File: config.mk
export PLATFORM = sky130hd
export DESIGN_NAME = dmem_arbiter_flat
export DESIGN_NICKNAME = d
export VERILOG_FILES = /design/src/rtl/dmem_arbiter_pkg.sv /design/src/rtl/dmem_arbiter_if.sv /design/src/rtl/dmem_arbiter_starve_counter.sv /design/src/rtl/dmem_arbiter.sv /design/src/flat_wrapper.sv
export SDC_FILE = /design/constraint.sdc
export NUM_CORES = 1
export LEC_CHECK = 0
export BUFFER_PORTS_ARGS = -buffer_cell sky130_fd_sc_hd__buf_2
export CAP_MARGIN = 30
export CORE_MARGIN = 2
export CORE_UTILIZATION = 34
export CTS_CLUSTER_SIZE = 10
export DETAILED_ROUTE_END_ITERATION = 7
export PLACE_DENSITY_LB_ADDON = 0.05
export SETUP_SLACK_MARGIN = 0.02
export SLEW_MARGIN = 20
export SYNTH_ARGS = -nofsm -noshare
export SYNTH_HDL_FRONTEND = slang
export SYNTH_HIERARCHICAL = 1
export SYNTH_SLANG_ARGS = --single-unit
File: constraint.sdc
create_clock -name clk -period 1.8 [get_ports clk]
set_input_delay 0.36 -clock clk [delete_from_list [all_inputs] [get_ports clk]]
set_output_delay 0.36 -clock clk [all_outputs]
set_load 0.02 [all_outputs]
File: src/rtl/dmem_arbiter_pkg.sv
`default_nettype none
// ---------------------------------------------------------------
// dmem_arb_pkg : shared types and widths for the data-memory arbiter
// Rev 1.0
// ---------------------------------------------------------------
package dmem_arb_pkg;

   typedef enum logic [1:0] {
      ARB_IDLE  = 2'd0,
      ARB_WAIT  = 2'd1,
      ARB_FORCE = 2'd2
   } arb_state_t;

   localparam int DEF_ADDR_W = 8;
   localparam int DEF_DATA_W = 32;

   function automatic int cnt_width(input int max_val);
      return $clog2(max_val + 1);
   endfunction

endpackage
`default_nettype wire

File: src/rtl/dmem_arbiter_if.sv
`default_nettype none
// ---------------------------------------------------------------
// dmem_arbiter_if : CPU, VGA and RAM signals around the arbiter
// Rev 1.0
// ---------------------------------------------------------------
interface dmem_arbiter_if #(
   parameter int ADDR_W = 8,
   parameter int DATA_W = 32
);
   logic              cpu_en;
   logic              cpu_we;
   logic [ADDR_W-1:0] cpu_addr;
   logic [DATA_W-1:0] cpu_wdata;
   logic [DATA_W-1:0] cpu_rdata;
   logic              cpu_stall;
   logic              vga_req;
   logic [ADDR_W-1:0] vga_addr;
   logic              vga_ack;
   logic [DATA_W-1:0] vga_rdata;
   logic [ADDR_W-1:0] mem_addr;
   logic              mem_we;
   logic [DATA_W-1:0] mem_wdata;
   logic [DATA_W-1:0] mem_rdata;

   // Arbiter side
   modport slave (
      input  cpu_en, cpu_we, cpu_addr, cpu_wdata, vga_req, vga_addr, mem_rdata,
      output cpu_rdata, cpu_stall, vga_ack, vga_rdata, mem_addr, mem_we, mem_wdata
   );

   // Datapath / VGA / RAM side
   modport master (
      output cpu_en, cpu_we, cpu_addr, cpu_wdata, vga_req, vga_addr, mem_rdata,
      input  cpu_rdata, cpu_stall, vga_ack, vga_rdata, mem_addr, mem_we, mem_wdata
   );
endinterface
`default_nettype wire

File: src/rtl/dmem_arbiter_starve_counter.sv
`default_nettype none
// ---------------------------------------------------------------
// starve_counter : saturating wait counter with clear and limit hit
// Rev 1.0
// ---------------------------------------------------------------
module starve_counter #(
   parameter int MAX = 15,
   parameter int W   = $clog2(MAX + 1)
) (
   input  wire logic         clk,
   input  wire logic         reset,
   input  wire logic         inc,
   input  wire logic         clr,
   output logic [W-1:0]      count,
   output logic              hit
);
   localparam logic [W-1:0] SAT_VAL = W'(MAX);
   localparam logic [W-1:0] HIT_VAL = W'(MAX - 1);

   always_ff @(posedge clk) begin
      if (reset || clr) begin
         count <= '0;
      end else if (inc && (count != SAT_VAL)) begin
         count <= count + 1'b1;
      end
   end

   // Compare with >= so a saturated count still forces progress
   assign hit = (count >= HIT_VAL);

endmodule
`default_nettype wire

File: src/rtl/dmem_arbiter.sv
`default_nettype none
// ---------------------------------------------------------------
// dmem_arbiter : shares one data-RAM port between CPU and VGA fetcher
// Rev 1.0
// ---------------------------------------------------------------
module dmem_arbiter
   import dmem_arb_pkg::*;
#(
   parameter int ADDR_W     = DEF_ADDR_W,
   parameter int DATA_W     = DEF_DATA_W,
   parameter int STARVE_MAX = 15
) (
   input  wire logic       clk,
   input  wire logic       reset,
   dmem_arbiter_if.slave   bus
);
   localparam int         CNT_W    = cnt_width(STARVE_MAX);
   localparam logic [1:0] ST_IDLE  = ARB_IDLE;
   localparam logic [1:0] ST_WAIT  = ARB_WAIT;
   localparam logic [1:0] ST_FORCE = ARB_FORCE;

   logic [1:0]        state;
   logic [1:0]        state_nx;
   logic              ack_q;
   logic [DATA_W-1:0] vga_rdata_q;
   logic [CNT_W-1:0]  wait_cnt;
   logic              cnt_hit;
   logic              pending;
   logic              vga_grant;
   logic [ADDR_W-1:0] grant_addr;

   // A request seen during its own ack cycle is not a new request
   assign pending   = bus.vga_req && !ack_q;
   assign vga_grant = !reset && pending && (!bus.cpu_en || (state == ST_FORCE));

   assign grant_addr    = vga_grant ? bus.vga_addr : bus.cpu_addr;
   assign bus.mem_addr  = grant_addr;
   assign bus.mem_we    = !reset && !vga_grant && bus.cpu_en && bus.cpu_we;
   assign bus.mem_wdata = bus.cpu_wdata;
   assign bus.cpu_rdata = bus.mem_rdata;
   assign bus.cpu_stall = vga_grant && bus.cpu_en;
   assign bus.vga_ack   = ack_q;
   assign bus.vga_rdata = vga_rdata_q;

   starve_counter #(
      .MAX (STARVE_MAX),
      .W   (CNT_W)
   ) u_starve (
      .clk   (clk),
      .reset (reset),
      .inc   (pending && !vga_grant),
      .clr   (vga_grant),
      .count (wait_cnt),
      .hit   (cnt_hit)
   );

   always_comb begin
      state_nx = state;
      case (state)
         ST_IDLE:  if (pending && bus.cpu_en) state_nx = ST_WAIT;
         ST_WAIT: begin
            if (vga_grant || !pending) state_nx = ST_IDLE;
            else if (cnt_hit)          state_nx = ST_FORCE;
         end
         ST_FORCE: state_nx = ST_IDLE;
         default:  state_nx = ST_IDLE;
      endcase
   end

   always_ff @(posedge clk) begin
      if (reset) begin
         state       <= ST_IDLE;
         ack_q       <= 1'b0;
         vga_rdata_q <= '0;
      end else begin
         state <= state_nx;
         ack_q <= vga_grant;
         if (vga_grant) vga_rdata_q <= bus.mem_rdata;
      end
   end

   a_cnt_bound: assert property (@(posedge clk) disable iff (reset)
      wait_cnt <= CNT_W'(STARVE_MAX));

endmodule
`default_nettype wire
File: src/flat_wrapper.sv
// flat-port wrapper written by rule: the top's interface ports become plain ports
module dmem_arbiter_flat import dmem_arb_pkg::*;
#(
   parameter int ADDR_W     = DEF_ADDR_W,
   parameter int DATA_W     = DEF_DATA_W,
   parameter int STARVE_MAX = 15
)
  (clk, reset, bus_cpu_en, bus_cpu_we, bus_cpu_addr, bus_cpu_wdata, bus_vga_req, bus_vga_addr, bus_mem_rdata, bus_cpu_rdata, bus_cpu_stall, bus_vga_ack, bus_vga_rdata, bus_mem_addr, bus_mem_we, bus_mem_wdata);
  dmem_arbiter_if #(.ADDR_W(ADDR_W), .DATA_W(DATA_W)) bus_i ();
  input  wire logic clk;
  input  wire logic reset;
  input wire logic [$bits(bus_i.cpu_en)-1:0] bus_cpu_en;
  input wire logic [$bits(bus_i.cpu_we)-1:0] bus_cpu_we;
  input wire logic [$bits(bus_i.cpu_addr)-1:0] bus_cpu_addr;
  input wire logic [$bits(bus_i.cpu_wdata)-1:0] bus_cpu_wdata;
  input wire logic [$bits(bus_i.vga_req)-1:0] bus_vga_req;
  input wire logic [$bits(bus_i.vga_addr)-1:0] bus_vga_addr;
  input wire logic [$bits(bus_i.mem_rdata)-1:0] bus_mem_rdata;
  output wire logic [$bits(bus_i.cpu_rdata)-1:0] bus_cpu_rdata;
  output wire logic [$bits(bus_i.cpu_stall)-1:0] bus_cpu_stall;
  output wire logic [$bits(bus_i.vga_ack)-1:0] bus_vga_ack;
  output wire logic [$bits(bus_i.vga_rdata)-1:0] bus_vga_rdata;
  output wire logic [$bits(bus_i.mem_addr)-1:0] bus_mem_addr;
  output wire logic [$bits(bus_i.mem_we)-1:0] bus_mem_we;
  output wire logic [$bits(bus_i.mem_wdata)-1:0] bus_mem_wdata;
  assign bus_i.cpu_en = bus_cpu_en;
  assign bus_i.cpu_we = bus_cpu_we;
  assign bus_i.cpu_addr = bus_cpu_addr;
  assign bus_i.cpu_wdata = bus_cpu_wdata;
  assign bus_i.vga_req = bus_vga_req;
  assign bus_i.vga_addr = bus_vga_addr;
  assign bus_i.mem_rdata = bus_mem_rdata;
  assign bus_cpu_rdata = bus_i.cpu_rdata;
  assign bus_cpu_stall = bus_i.cpu_stall;
  assign bus_vga_ack = bus_i.vga_ack;
  assign bus_vga_rdata = bus_i.vga_rdata;
  assign bus_mem_addr = bus_i.mem_addr;
  assign bus_mem_we = bus_i.mem_we;
  assign bus_mem_wdata = bus_i.mem_wdata;
  dmem_arbiter #(.ADDR_W(ADDR_W), .DATA_W(DATA_W), .STARVE_MAX(STARVE_MAX)) u_core (.clk(clk), .reset(reset), .bus(bus_i));
endmodule
## Word-level counts from Yosys, hierarchy flattened

Index checks and enable logic that the tools add are counted.

- Output and inout bits: 107
- Register bits: 39
- Bits of input ports: 85
- Word-level logic and storage cells: 36

- Reductions and logical operators: 20
- $lt $le $gt $ge: 1
- Multiplexer cells: 5
- $add $sub $neg: 1
- Eq/ne operators: 5

Operator list:

| kind | number |
|---|---|
| logical AND 1 bit | 10 |
| 2-to-1 mux 8 bit | 1 |
| 2-to-1 mux 2 bit | 3 |
| logical NOT 1 bit | 5 |
| adder 4 x 1 -> 4 bit, second input constant | 1 |
| >= comparator 4 bit, second input constant | 1 |
| inequality test 4 bit, second input constant | 1 |
| case mux 2 bit (2 select lines) | 1 |
| logical OR 1 bit | 3 |
| inequality test 3 x 1 -> 1 bit, second input constant | 1 |
| == test 2 x 1 -> 1 bit, second input constant | 1 |
| == test 2 bit, second input constant | 1 |
| logical NOT 2 bit | 1 |
| inequality test 2 x 1 -> 1 bit, second input constant | 1 |
| AND reduction 2 bit | 1 |

## Logic depth before layout (Yosys ltp)

Gate-level depths: netlist of the first run.

- Depth after elaboration: 8
- Mapped depth: 7
- Gate-level depth less buffers: 6

## By module

The synthesis of the first run kept the hierarchy.

Modules (own cells, without submodules):

| module | area an instance (µm²) | cells each | seq. area each (µm²) | times used |
|---|---|---|---|---|
| dmem_arbiter | 1,973.1 | 189 | 700.7 | 1 |
| starve_counter | 222.7 | 22 | 80.1 | 1 |

## Worst setup path after synthesis of the first run

No wires, ideal clock.

- Path kind: register to output
- Start point: register u_core.ack_q, in the netlist u_core/bus.vga_ack
- End point: output port bus_mem_addr[1]
- Path slack: -198 ps
- Data required time: 1,440 ps
- Arrival time: 1,638 ps
- Path buffers: 1
- Stages on the path, launching flop included: 5
- Cell sequence: dfxtp_1 nand2b_2 a211oi_4 buf_6 mux2_1

- Cells in the longest elaborated chain, start to end: 5

Ends and longest elaborated chain:

| element | RTL line | RTL |
|---|---|---|
| start, declared | dmem_arbiter.sv:24 | `logic ack_q;` |
| start signal, assigned | dmem_arbiter.sv:77 | `ack_q <= vga_grant;` |
| logical NOT 1 bit | dmem_arbiter.sv:33 | `assign pending = bus.vga_req && !ack_q;` |
| logical AND 1 bit | dmem_arbiter.sv:33 |  |
| logical AND 1 bit (2 in a row) | dmem_arbiter.sv:34 | `assign vga_grant = !reset && pending && (!bus.cpu_en \|\| (state == ST_FORCE));` |
| net u_core.vga_grant | dmem_arbiter.sv:29 | `logic vga_grant;` |
| 2-to-1 mux 8 bit | dmem_arbiter.sv:36 | `assign grant_addr = vga_grant ? bus.vga_addr : bus.cpu_addr;` |
| end, declared | flat_wrapper.sv:23 | `output wire logic [$bits(bus_i.mem_addr)-1:0] bus_mem_addr;` |

The timed path passes the listed nets, and every way through them passes these cells.

## Worst setup path after layout of the first run

- Start point: register u_core.state[0]
- End point: output port bus_mem_addr[0]

- Cells in the longest elaborated chain, start to end: 4

Ends and longest elaborated chain:

| element | RTL line | RTL |
|---|---|---|
| start, declared | dmem_arbiter.sv:22 | `logic [1:0] state;` |
| start signal, assigned | dmem_arbiter.sv:76 | `state <= state_nx;` |
| == test 2 bit | dmem_arbiter.sv:34 |  |
| logical OR 1 bit | dmem_arbiter.sv:34 |  |
| logical AND 1 bit | dmem_arbiter.sv:34 |  |
| 2-to-1 mux 8 bit | dmem_arbiter.sv:36 |  |

Every way passes these cells.

==> results.py, run 1 <==
metrics = {
    "synth": {
        "avgSynthCellArea_um2": 10.4,
        "synth_area_um2": 2200,
        "ys_warn_count": 6,
        "yosysSeqAreaShare": 0.356,
        "netlist_instances": 211,
        "syn_nets": 298,
        "synth_cell_type_count": 29,
        "synth_seq_cells": 39,
    },
    "pwr": {
        "p_int_mw": 1.41,
        "pwr-share-clk": 0.293,
        "swShare": 0.294,
        "power-per-cell-area_nw_per_um2": 719,
        "combPwrFrac": 0.239,
        "ir_drop_v": 0.000363,
        "switching_power_mw": 0.585,
        "p_seq_frac": 0.467,
        "leakage_nw": 1.40,
    },
    "detailed_routing": {
        "ant_nets": 0,
        "wl_mm": 5.44,
        "drt-pass1-iter-count": 3,
        "vias": 1656,
        "avgRoutedWirePerCell_um": 14.8,
        "drt-initial-drc-count": 38,
        "drc": 0,
        "routed_via_density": 4.50,
    },
    "clock_network": {
        "clk_latency_ns": 0.29,
        "cts_buffers": 5,
        "cts_tree": "yes",
        "path_clk_slew_ns": 0.08,
        "clockRootBuffer": "clkbuf_8",
        "ctsLongestPathBuffers": 2,
        "htreeDepth": 2,
        "cts.sinks": 39,
        "cts_hold_buf": 0,
    },
    "placement": {
        "place_area_um2": 2520,
        "portBuffers": 127,
        "place_congestion": 0.719,
        "dp_hpwl_mm": 4.10,
        "detailedPlace.worstSlack_ns": 0.0168,
    },
    "setup_path": {
        "start_kind": "register",
        "ff2ff_setup_slack_ns": 0.13,
        "endpoint": "bus_mem_addr[0]",
        "critPathLaunch": "u_core/state[0]$_SDFFE_PP0P_",
        "required_ns": 1.44,
        "path_cells": "nand2b_4, a211oi_4, buf_6, mux2_4, buf_6",
        "slowest_stage": "dfxtp_2",
        "worstSetupPathType": "reg2out",
        "rr_startpoint": "u_core/state[0]$_SDFFE_PP0P_",
        "critPathMaxFanout": 6,
        "crit_path_frequent_cell": "buf_6",
        "cp_slowest_stage_delay_ns": 0.32,
        "reg2reg_to": "u_core/u_starve/count[0]$_SDFFE_PP0P_",
        "cp.arrival_ns": 1.64,
        "reg2regPathDepth": 8,
        "end_kind": "primary output",
    },
    "global_routing": {
        "grt_pass1_vias": 1597,
        "grt_pass1_wl_mm": 7.95,
        "met2_usage": 0.265,
        "grt.met3_usage": 0.0462,
        "top_usage_layer": "met2",
        "use_met1": 0.141,
        "grt_max_degree": 39,
        "grt-ovfl-total": 0,
        "grt_antenna_before_repair": 0,
        "grt.total_usage": 0.143,
    },
    "floorplanning": {
        "chipWidth_um": 84.4,
        "num_rows": 29,
        "fp.dieArea_um2": 7120,
        "start_util": 0.348,
        "die_h_um": 84.4,
        "design.core.area_um2": 6310,
        "ios": 192,
    },
    "final_layout": {
        "multi_input_area_um2": 938,
        "regArea_um2": 785,
        "syn_to_final_growth_pct": 26.2,
        "fill_cells": 637,
        "drive_above_1_share": 0.680,
        "antenna_cells": 0,
        "fin_area_um2": 2770,
        "fin_nets": 377,
    },
    "sta": {
        "finalSetupViolCount": 10,
        "tightest_slew_ns": 0.444,
        "slew_headroom": 0.704,
        "setup_ws_ns": -0.202,
        "grt_setup_unrepaired": "yes",
        "fin_crit_sh": 1.11,
        "fmax_ghz": 0.499,
        "maxSlewViolCount": 0,
        "layout_min_cycle_time_ns": 2.00,
        "hold_viol": 0,
        "clock_skew_ns": 0.00705,
    },
    "status": {
        "violations": "negative setup slack",
        "status": "complete, but fails checks",
    },
    "worst_hold_path": {
        "hp-class": "in2reg",
    },
    "flow_run": {
        "drv_cap": 0,
    },
}
routing by layer:
metal | part of all wire | routed length, um
met1 | 0.36 | 1950
met2 | 0.52 | 2810
met3 | 0.093 | 504
met4 | 0.031 | 170
met5 | 0 | 0
cell type report:
class,count,area share
Clock buffer,6,0.0262
Multi-Input combinational cell,99,0.339
Tap cell,77,0.0348
Clock inverter,2,0.00451
Inverter,2,0.00271
Sequential cell,39,0.283
Timing Repair Buffer,143,0.310
cell families (layout without fill, tap and decap cells):
| logic type | count (synthesis) | count (layout) | synth area share |
|---|---|---|---|
| mux | 40 | 40 | 0.205 |
| simple gates | 49 | 49 | 0.143 |
| buf+inv | 73 | 153 | 0.248 |
| compound gates | 8 | 8 | 0.0370 |
| flops | 39 | 39 | 0.356 |
| fa+ha+maj | 2 | 2 | 0.0114 |
worst min-delay path by stage:
stage | start | slack [ns] | end | cells past startpoint
2_1_floorplan | u_core/state[0]$_SDFFE_PP0P_ | 0.42 | u_core/state[1]$_SDFFE_PP0P_ | 2
3_3_place_gp | u_core/state[0]$_SDFFE_PP0P_ | 0.44 | u_core/state[1]$_SDFFE_PP0P_ | 2
3_5_place_dp | u_core/state[0]$_SDFFE_PP0P_ | 0.44 | u_core/state[1]$_SDFFE_PP0P_ | 2
4_1_cts | bus_mem_rdata[5] | 0.28 | u_core/bus.vga_rdata[5]$_SDFFE_PP0N_ | 2
5_1_grt | bus_mem_rdata[5] | 0.28 | u_core/bus.vga_rdata[5]$_SDFFE_PP0N_ | 2
6_report | bus_mem_rdata[5] | 0.29 | u_core/bus.vga_rdata[5]$_SDFFE_PP0N_ | 2
synthesized netlist by cell type:
cell type	number	area, um^2
buf_4	64	480
dfxtp_1	39	781
nor2b_1	32	200
mux2_2	26	293
mux2_1	14	158
buf_6	4	45.0
clkbuf_1	3	11.3
nor4_1	3	18.8
a21oi_1	2	10.0
ha_1	2	25.0
inv_1	2	7.51
nand2b_1	2	12.5
nor3_1	2	10.0
a2111oi_1	1	10.0
a2111oi_2	1	15.0
a211oi_1	1	7.51
a211oi_4	1	20.0
a31o_1	1	8.76
and2_1	1	6.26
and3_2	1	7.51
and4_2	1	10.0
nand2_1	1	3.75
nand2b_2	1	8.76
nand3_2	1	10.0
nand4_1	1	6.26
nor2_1	1	3.75
nor3b_1	1	7.51
nor4b_1	1	8.76
o211a_1	1	10.0
cell usage in the layout (no fill, tap or decap), types with 2 or more instances in the layout:
master       n
dfxtp_1     36
nor4_1       2
ha_1         2
mux2_1       6
buf_6       13
nand2b_4     2
nor3_1       2
mux2_2      26
inv_1        2
clkbuf_8     5
mux2_4       8
buf_2      117
a2111oi_2    2
nor2b_1     32
a21oi_1      2
dfxtp_2      3
buf_4       11
registers in the layout (all words and copies together), names as in the netlist:
signal and count:
u_core/u_starve/count 4, u_core/state 2, u_core/bus.vga_rdata 32, u_core/bus.vga_ack 1
power groups by stage:
stage	registers, mW	clock network (mW)	logic [mW]
finish	0.930	0.585	0.477
global route	0.937	0.646	0.509
CTS	0.931	0.626	0.470
detailed placement	0.951	0	0.443
global placement	0.950	0	0.444
floorplan	1.00	0	0.360
through the flow:
| step | hold WS, ns | setup TNS (ns) | instances | utilization | power, mW |
|---|---|---|---|---|---|
| 6_report | 0.290 | -1.63 | 368 | 0.439 | 1.99 |
| 5_1_grt | 0.282 | -2.28 | 368 | 0.439 | 2.09 |
| 4_1_cts | 0.277 | -2.15 | 367 | 0.429 | 2.03 |
| 3_5_place_dp | 0.443 | 0 | 353 | 0.399 | 1.39 |
| 3_3_place_gp | 0.441 | 0 | 353 | 0.399 | 1.39 |
| 2_1_floorplan | 0.423 | 0 | 211 | - | 1.36 |
critical path, delay by kind of cell (launching register included):
kind / cells / cell delay (ns)
AND/OR/NAND/NOR: 1 / 0.14
flip-flops: 1 / 0.32
AO/OA/AOI/OAI: 1 / 0.27
multiplexers: 1 / 0.31
buffers and inverters: 2 / 0.31
timing repair:
| item | CTS | global route |
|---|---|---|
| resized for setup | 14 | 19 |
| setup endpoints to repair | 10 | 29 |
| cloned | 1 | 1 |
| pin swaps | 2 | 4 |
| setup buffers | 5 | 4 |
Power figures use the tool's default switching activity.
==> run 2: changes to the inputs <==
Settings changed: SETUP_SLACK_MARGIN 0.02 to unset.
==> run 2 against run 1 <==
Against the previous run:
- the run still ends with negative setup slack left
- count of clock-buffer cells in the layout unchanged
- first-iteration DRC count decreased by 50%
- clock skew increased by 0.0041 ns
- setup slack got worse by 0.017 ns
- final cell count increased by 0.82%
- cell area increased by 1.5%
- sequential power about the same
- die area unchanged
- global-route usage increased by 0.14 points
- critical endpoint is now bus_mem_addr[2]
- largest cell class unchanged
==> results.py, run 2 (synthesis gave the netlist of run 1 again) <==
metrics = {
    "sta": {
        "grt_setup_unrepaired": "yes",
        "tightest_slew_ns": 0.277,
        "setup_ws_ns": -0.219,
        "slew_headroom": 0.816,
        "fin_crit_sh": 1.12,
        "finalSetupViolCount": 10,
        "clock_skew_ns": 0.0112,
        "maxSlewViolCount": 0,
        "fmax_ghz": 0.495,
        "hold_viol": 0,
        "layout_min_cycle_time_ns": 2.02,
    },
    "final_layout": {
        "largest_reg_flops": 32,
        "drive_above_1_share": 0.690,
        "antenna_cells": 0,
        "layout_common_cells": "buf_2, dfxtp_1, nor2b_1, mux2_2, buf_6",
        "layout_commonest_cell": "buf_2",
        "fin_area_um2": 2810,
        "syn_to_final_growth_pct": 28.1,
        "fin_nets": 380,
    },
    "detailed_routing": {
        "drt-initial-drc-count": 19,
        "vias": 1627,
        "avgRoutedWirePerCell_um": 14.4,
        "routed_via_density": 4.39,
        "wl_mm": 5.33,
        "drt-pass1-iter-count": 4,
        "ant_nets": 0,
        "drc": 0,
    },
    "setup_path": {
        "cp_top_family": "buffers and inverters",
        "cp_slowest_stage_delay_ns": 0.32,
        "cp.arrival_ns": 1.66,
        "start_kind": "register",
        "worstSetupPathType": "reg2out",
        "path_cells": "nand2b_4, a211oi_4, buf_4, buf_12, mux2_4, buf_6",
        "end_kind": "primary output",
        "critPathMaxFanout": 6,
        "slowest_stage": "dfxtp_2",
        "crit_buf_inv": 3,
        "required_ns": 1.44,
    },
    "pwr": {
        "ir_drop_v": 0.000338,
        "leakage_nw": 1.42,
        "power-per-cell-area_nw_per_um2": 711,
        "total_power_mw": 2.00,
    },
    "global_routing": {
        "grt_max_degree": 25,
        "grt_antenna_before_repair": 0,
        "grt_pass1_vias": 1591,
        "grt_pass1_wl_mm": 8.02,
        "grt-ovfl-total": 0,
        "grt.total_usage": 0.144,
    },
    "floorplanning": {
        "start_util": 0.348,
        "chipWidth_um": 84.4,
        "ios": 192,
        "design.core.area_um2": 6310,
        "num_rows": 29,
        "fp.dieArea_um2": 7120,
        "die_h_um": 84.4,
    },
    "clock_network": {
        "clockRootBuffer": "clkbuf_8",
        "cts.sinks": 39,
        "htreeDepth": 2,
        "path_clk_slew_ns": 0.08,
        "cts_tree": "yes",
        "ctsLongestPathBuffers": 2,
        "clk_latency_ns": 0.29,
        "cts_buffers": 5,
    },
    "status": {
        "status": "complete, but fails checks",
        "violations": "negative setup slack",
    },
    "flow_run": {
        "drv_cap": 0,
    },
    "worst_hold_path": {
        "hp-class": "in2reg",
    },
    "placement": {
        "place_area_um2": 2530,
        "dp_hpwl_mm": 4.18,
        "portBuffers": 127,
        "place_congestion": 0.740,
        "detailedPlace.worstSlack_ns": 0.0201,
    },
}
run 2: changes by cell type in the layout (fill, tap and decap cells not counted), sizes merged:
| cell | delta |
|---|---|
| clkbuf | -1 |
| buf | +4 |
run 2: worst paths after layout:
path | from | endpoint | slack, ns | cells past startpoint
hold / removal | bus_mem_rdata[3] | u_core/bus.vga_rdata[3]$_SDFFE_PP0N_ | 0.29 | 2
setup reg to reg | u_core/state[0]$_SDFFE_PP0P_ | u_core/bus.vga_rdata[24]$_SDFFE_PP0N_ | 0.06 | 8
hold reg to reg | u_core/state[1]$_SDFFE_PP0P_ | u_core/state[1]$_SDFFE_PP0P_ | 0.45 | 1
setup / recovery | u_core/state[0]$_SDFFE_PP0P_ | bus_mem_addr[2] | -0.22 | 6
run 2: final cells by class:
cell class | instances | area, um^2
timing repair buffer | 146 | 881
tap | 77 | 96.3
clock buffer | 6 | 72.6
multi-input combinational | 99 | 958
fill | 636 | 3500
inverter | 2 | 7.51
clock inverter | 2 | 12.5
sequential | 39 | 785
run 2: per-stage QoR:
step | instances | hold WS, ns | TNS [ns] | util
finish | 371 | 0.291 | -1.83 | 0.446
global route | 371 | 0.295 | -2.42 | 0.446
CTS | 368 | 0.285 | -2.03 | 0.430
detailed placement | 355 | 0.450 | 0 | 0.401
global placement | 355 | 0.451 | 0 | 0.401
floorplan | 211 | 0.431 | 0 | -
run 2: timing repair:
item	CTS	global route
resized for setup	16	22
cloned	1	0
pin swaps	1	4
setup buffers	4	4
endpoints found under the setup margin	10	14
hold buffers	0	0
run 2: where the power goes:
| part | switching (mW) | internal (mW) | leakage, nW |
|---|---|---|---|
| clock network | 0.307 | 0.271 | 0.0412 |
| registers | 0.0211 | 0.909 | 0.320 |
| logic | 0.256 | 0.236 | 1.05 |
run 2: worst reg2reg max path, stage by stage (launching register included):
cell and delay (ns):
dfxtp_2 0.32, nand2b_4 0.14, a211oi_4 0.21, buf_4 0.14
buf_6 0.11, buf_6 0.09, buf_6 0.12, buf_12 0.16
mux2_2 0.35
run 2: layer usage:
metal / share of wire / up-vias / global-route usage
met5: 0 / - / 0
met1: 0.35 / 718 / 0.144
met2: 0.54 / 89 / 0.276
li1: - / 801 / -
met4: 0.023 / 0 / 0.0563
met3: 0.087 / 19 / 0.0462
==> run 3: changes to the inputs <==
Settings changed: CORE_UTILIZATION 34 to 38.
Clock period 1.8 ns to 1.9 ns, I/O delays scaled along.
==> run 3 against run 2 <==
Against the previous run:
- combinational power down 12%
- critical path type unchanged
- clock skew down 0.0045 ns
- largest power group unchanged
- sequential cell count unchanged
- global-route usage up 0.18 points
- final cell count down 4.0%
- the run still ends with negative setup slack left
- die area down 10%
- worst hold slack better by 0.029 ns
- power up 1.2%
- via count down 0.37%
==> results.py, run 3 (synthesis gave the netlist of run 1 again) <==
metrics = {
    "setup_path": {
        "cp_top_family": "flip-flops",
        "required_ns": 1.52,
        "cp_slowest_stage_delay_ns": 0.32,
        "crit_path_frequent_cell": "buf_6",
        "worstSetupPathType": "reg2out",
        "ff2ff_setup_slack_ns": 0.12,
        "start_kind": "register",
        "slowest_stage": "dfxtp_2",
        "critPathMaxFanout": 6,
        "path_cells": "nand2b_4, a211oi_4, buf_6, mux2_4, buf_6",
        "crit_buf_inv": 2,
        "cp.arrival_ns": 1.64,
        "end_kind": "primary output",
    },
    "clock_network": {
        "cts.sinks": 39,
        "cts_buffers": 5,
        "htreeDepth": 2,
        "cts_hold_buf": 0,
        "clockRootBuffer": "clkbuf_8",
        "cts_tree": "yes",
        "path_clk_slew_ns": 0.07,
        "clk_latency_ns": 0.28,
        "ctsLongestPathBuffers": 2,
    },
    "final_layout": {
        "largest_reg_flops": 32,
        "layout_commonest_cell": "buf_2",
        "layout_common_cells": "buf_2, dfxtp_1, nor2b_1, mux2_2, buf_6",
        "drive_above_1_share": 0.673,
        "multi_input_area_um2": 923,
        "fin_nets": 370,
        "regArea_um2": 785,
        "fill_cells": 539,
        "antenna_cells": 0,
        "syn_to_final_growth_pct": 23.0,
    },
    "worst_hold_path": {
        "hp-class": "in2reg",
    },
    "sta": {
        "layout_min_cycle_time_ns": 2.02,
        "finalSetupViolCount": 9,
        "setup_ws_ns": -0.117,
        "holdWs_ns": 0.321,
        "grt_setup_unrepaired": "yes",
        "fmax_ghz": 0.496,
        "hold_viol": 0,
        "maxSlewViolCount": 0,
        "tightest_slew_ns": 0.421,
        "clock_skew_ns": 0.00665,
        "fin_crit_sh": 1.06,
        "slew_headroom": 0.720,
    },
    "detailed_routing": {
        "ant_nets": 0,
        "routed_via_density": 4.55,
        "drc": 0,
        "drt-pass1-iter-count": 3,
        "drt-initial-drc-count": 30,
        "wl_mm": 4.79,
        "vias": 1621,
        "avgRoutedWirePerCell_um": 13.4,
    },
    "status": {
        "violations": "negative setup slack",
        "status": "complete, but fails checks",
    },
    "global_routing": {
        "grt.total_usage": 0.146,
        "grt-ovfl-total": 0,
        "grt_max_degree": 39,
        "grt_antenna_before_repair": 0,
        "grt_pass1_wl_mm": 7.38,
        "grt_pass1_vias": 1578,
    },
    "pwr": {
        "ir_drop_v": 0.000338,
        "total_power_mw": 2.02,
        "power-per-cell-area_nw_per_um2": 750,
        "leakage_nw": 1.37,
    },
    "flow_run": {
        "drv_cap": 0,
    },
    "floorplanning": {
        "start_util": 0.396,
        "chipWidth_um": 80.0,
        "ios": 192,
        "design.core.area_um2": 5540,
        "die_h_um": 80.0,
        "num_rows": 27,
        "fp.dieArea_um2": 6400,
    },
    "placement": {
        "place_congestion": 0.692,
        "portBuffers": 127,
        "dp_hpwl_mm": 3.45,
    },
}
## run 3: cell count changes in the layout (fill, tap and decap cells not counted), moves of 2 or more
cell,before,now
nor4_2,2,0
nor4_1,1,3
buf_12,2,0
buf_4,13,6
## run 3: per-stage QoR
stage / util / setup TNS (ns) / instance area [um^2] / cells / setup WS (ns)
final: 0.487 / -0.902 / 2700 / 356 / -0.117
after global routing: 0.487 / -1.52 / 2700 / 356 / -0.181
after CTS: 0.491 / -1.32 / 2720 / 357 / -0.159
after detailed placement: 0.439 / 0 / 2430 / 343 / 0.0798
after global placement: 0.439 / 0 / 2430 / 343 / 0.0868
after floorplan: - / 0 / 2200 / 211 / 0.0100
## run 3: final timing paths
check,startpoint,to,depth (start not counted)
min reg2reg,u_core/state[1]$_SDFFE_PP0P_,u_core/state[1]$_SDFFE_PP0P_,1
max reg2reg,u_core/state[0]$_SDFFE_PP0P_,u_core/bus.vga_rdata[29]$_SDFFE_PP0N_,7
min,bus_mem_rdata[1],u_core/bus.vga_rdata[1]$_SDFFE_PP0N_,2
max,u_core/state[0]$_SDFFE_PP0P_,bus_mem_addr[0],5
## run 3: routing by layer
metal | track usage | vias to the layer above | wire length (um)
met5 | 0 | - | 0
met4 | 0.0729 | 0 | 98
met3 | 0.0532 | 18 | 540
met2 | 0.243 | 107 | 2220
met1 | 0.164 | 713 | 1930
li1 | - | 783 | -
## run 3: power by group
group | leakage, nW | internal, mW | switching (mW) | total [mW]
clock network | 0.0612 | 0.425 | 0.285 | 0.710
registers | 0.320 | 0.861 | 0.0199 | 0.881
logic | 0.992 | 0.202 | 0.232 | 0.433
## run 3: final cells by class
type,count,area share
clock buffer,6,0.0306
inverter,2,0.00278
timing repair buffer,136,0.288
tap,72,0.0334
sequential,39,0.291
clock inverter,2,0.0130
multi-input combinational,99,0.342
## run 3: repair_timing
item / 4_1_cts / 5_1_grt
gates cloned: 1 / 0
pin swaps: 1 / 1
setup buffers: 5 / 1
gates resized for setup: 33 / 6
hold endpoints to repair: 0 / 0
endpoints found under the setup margin: 9 / 11
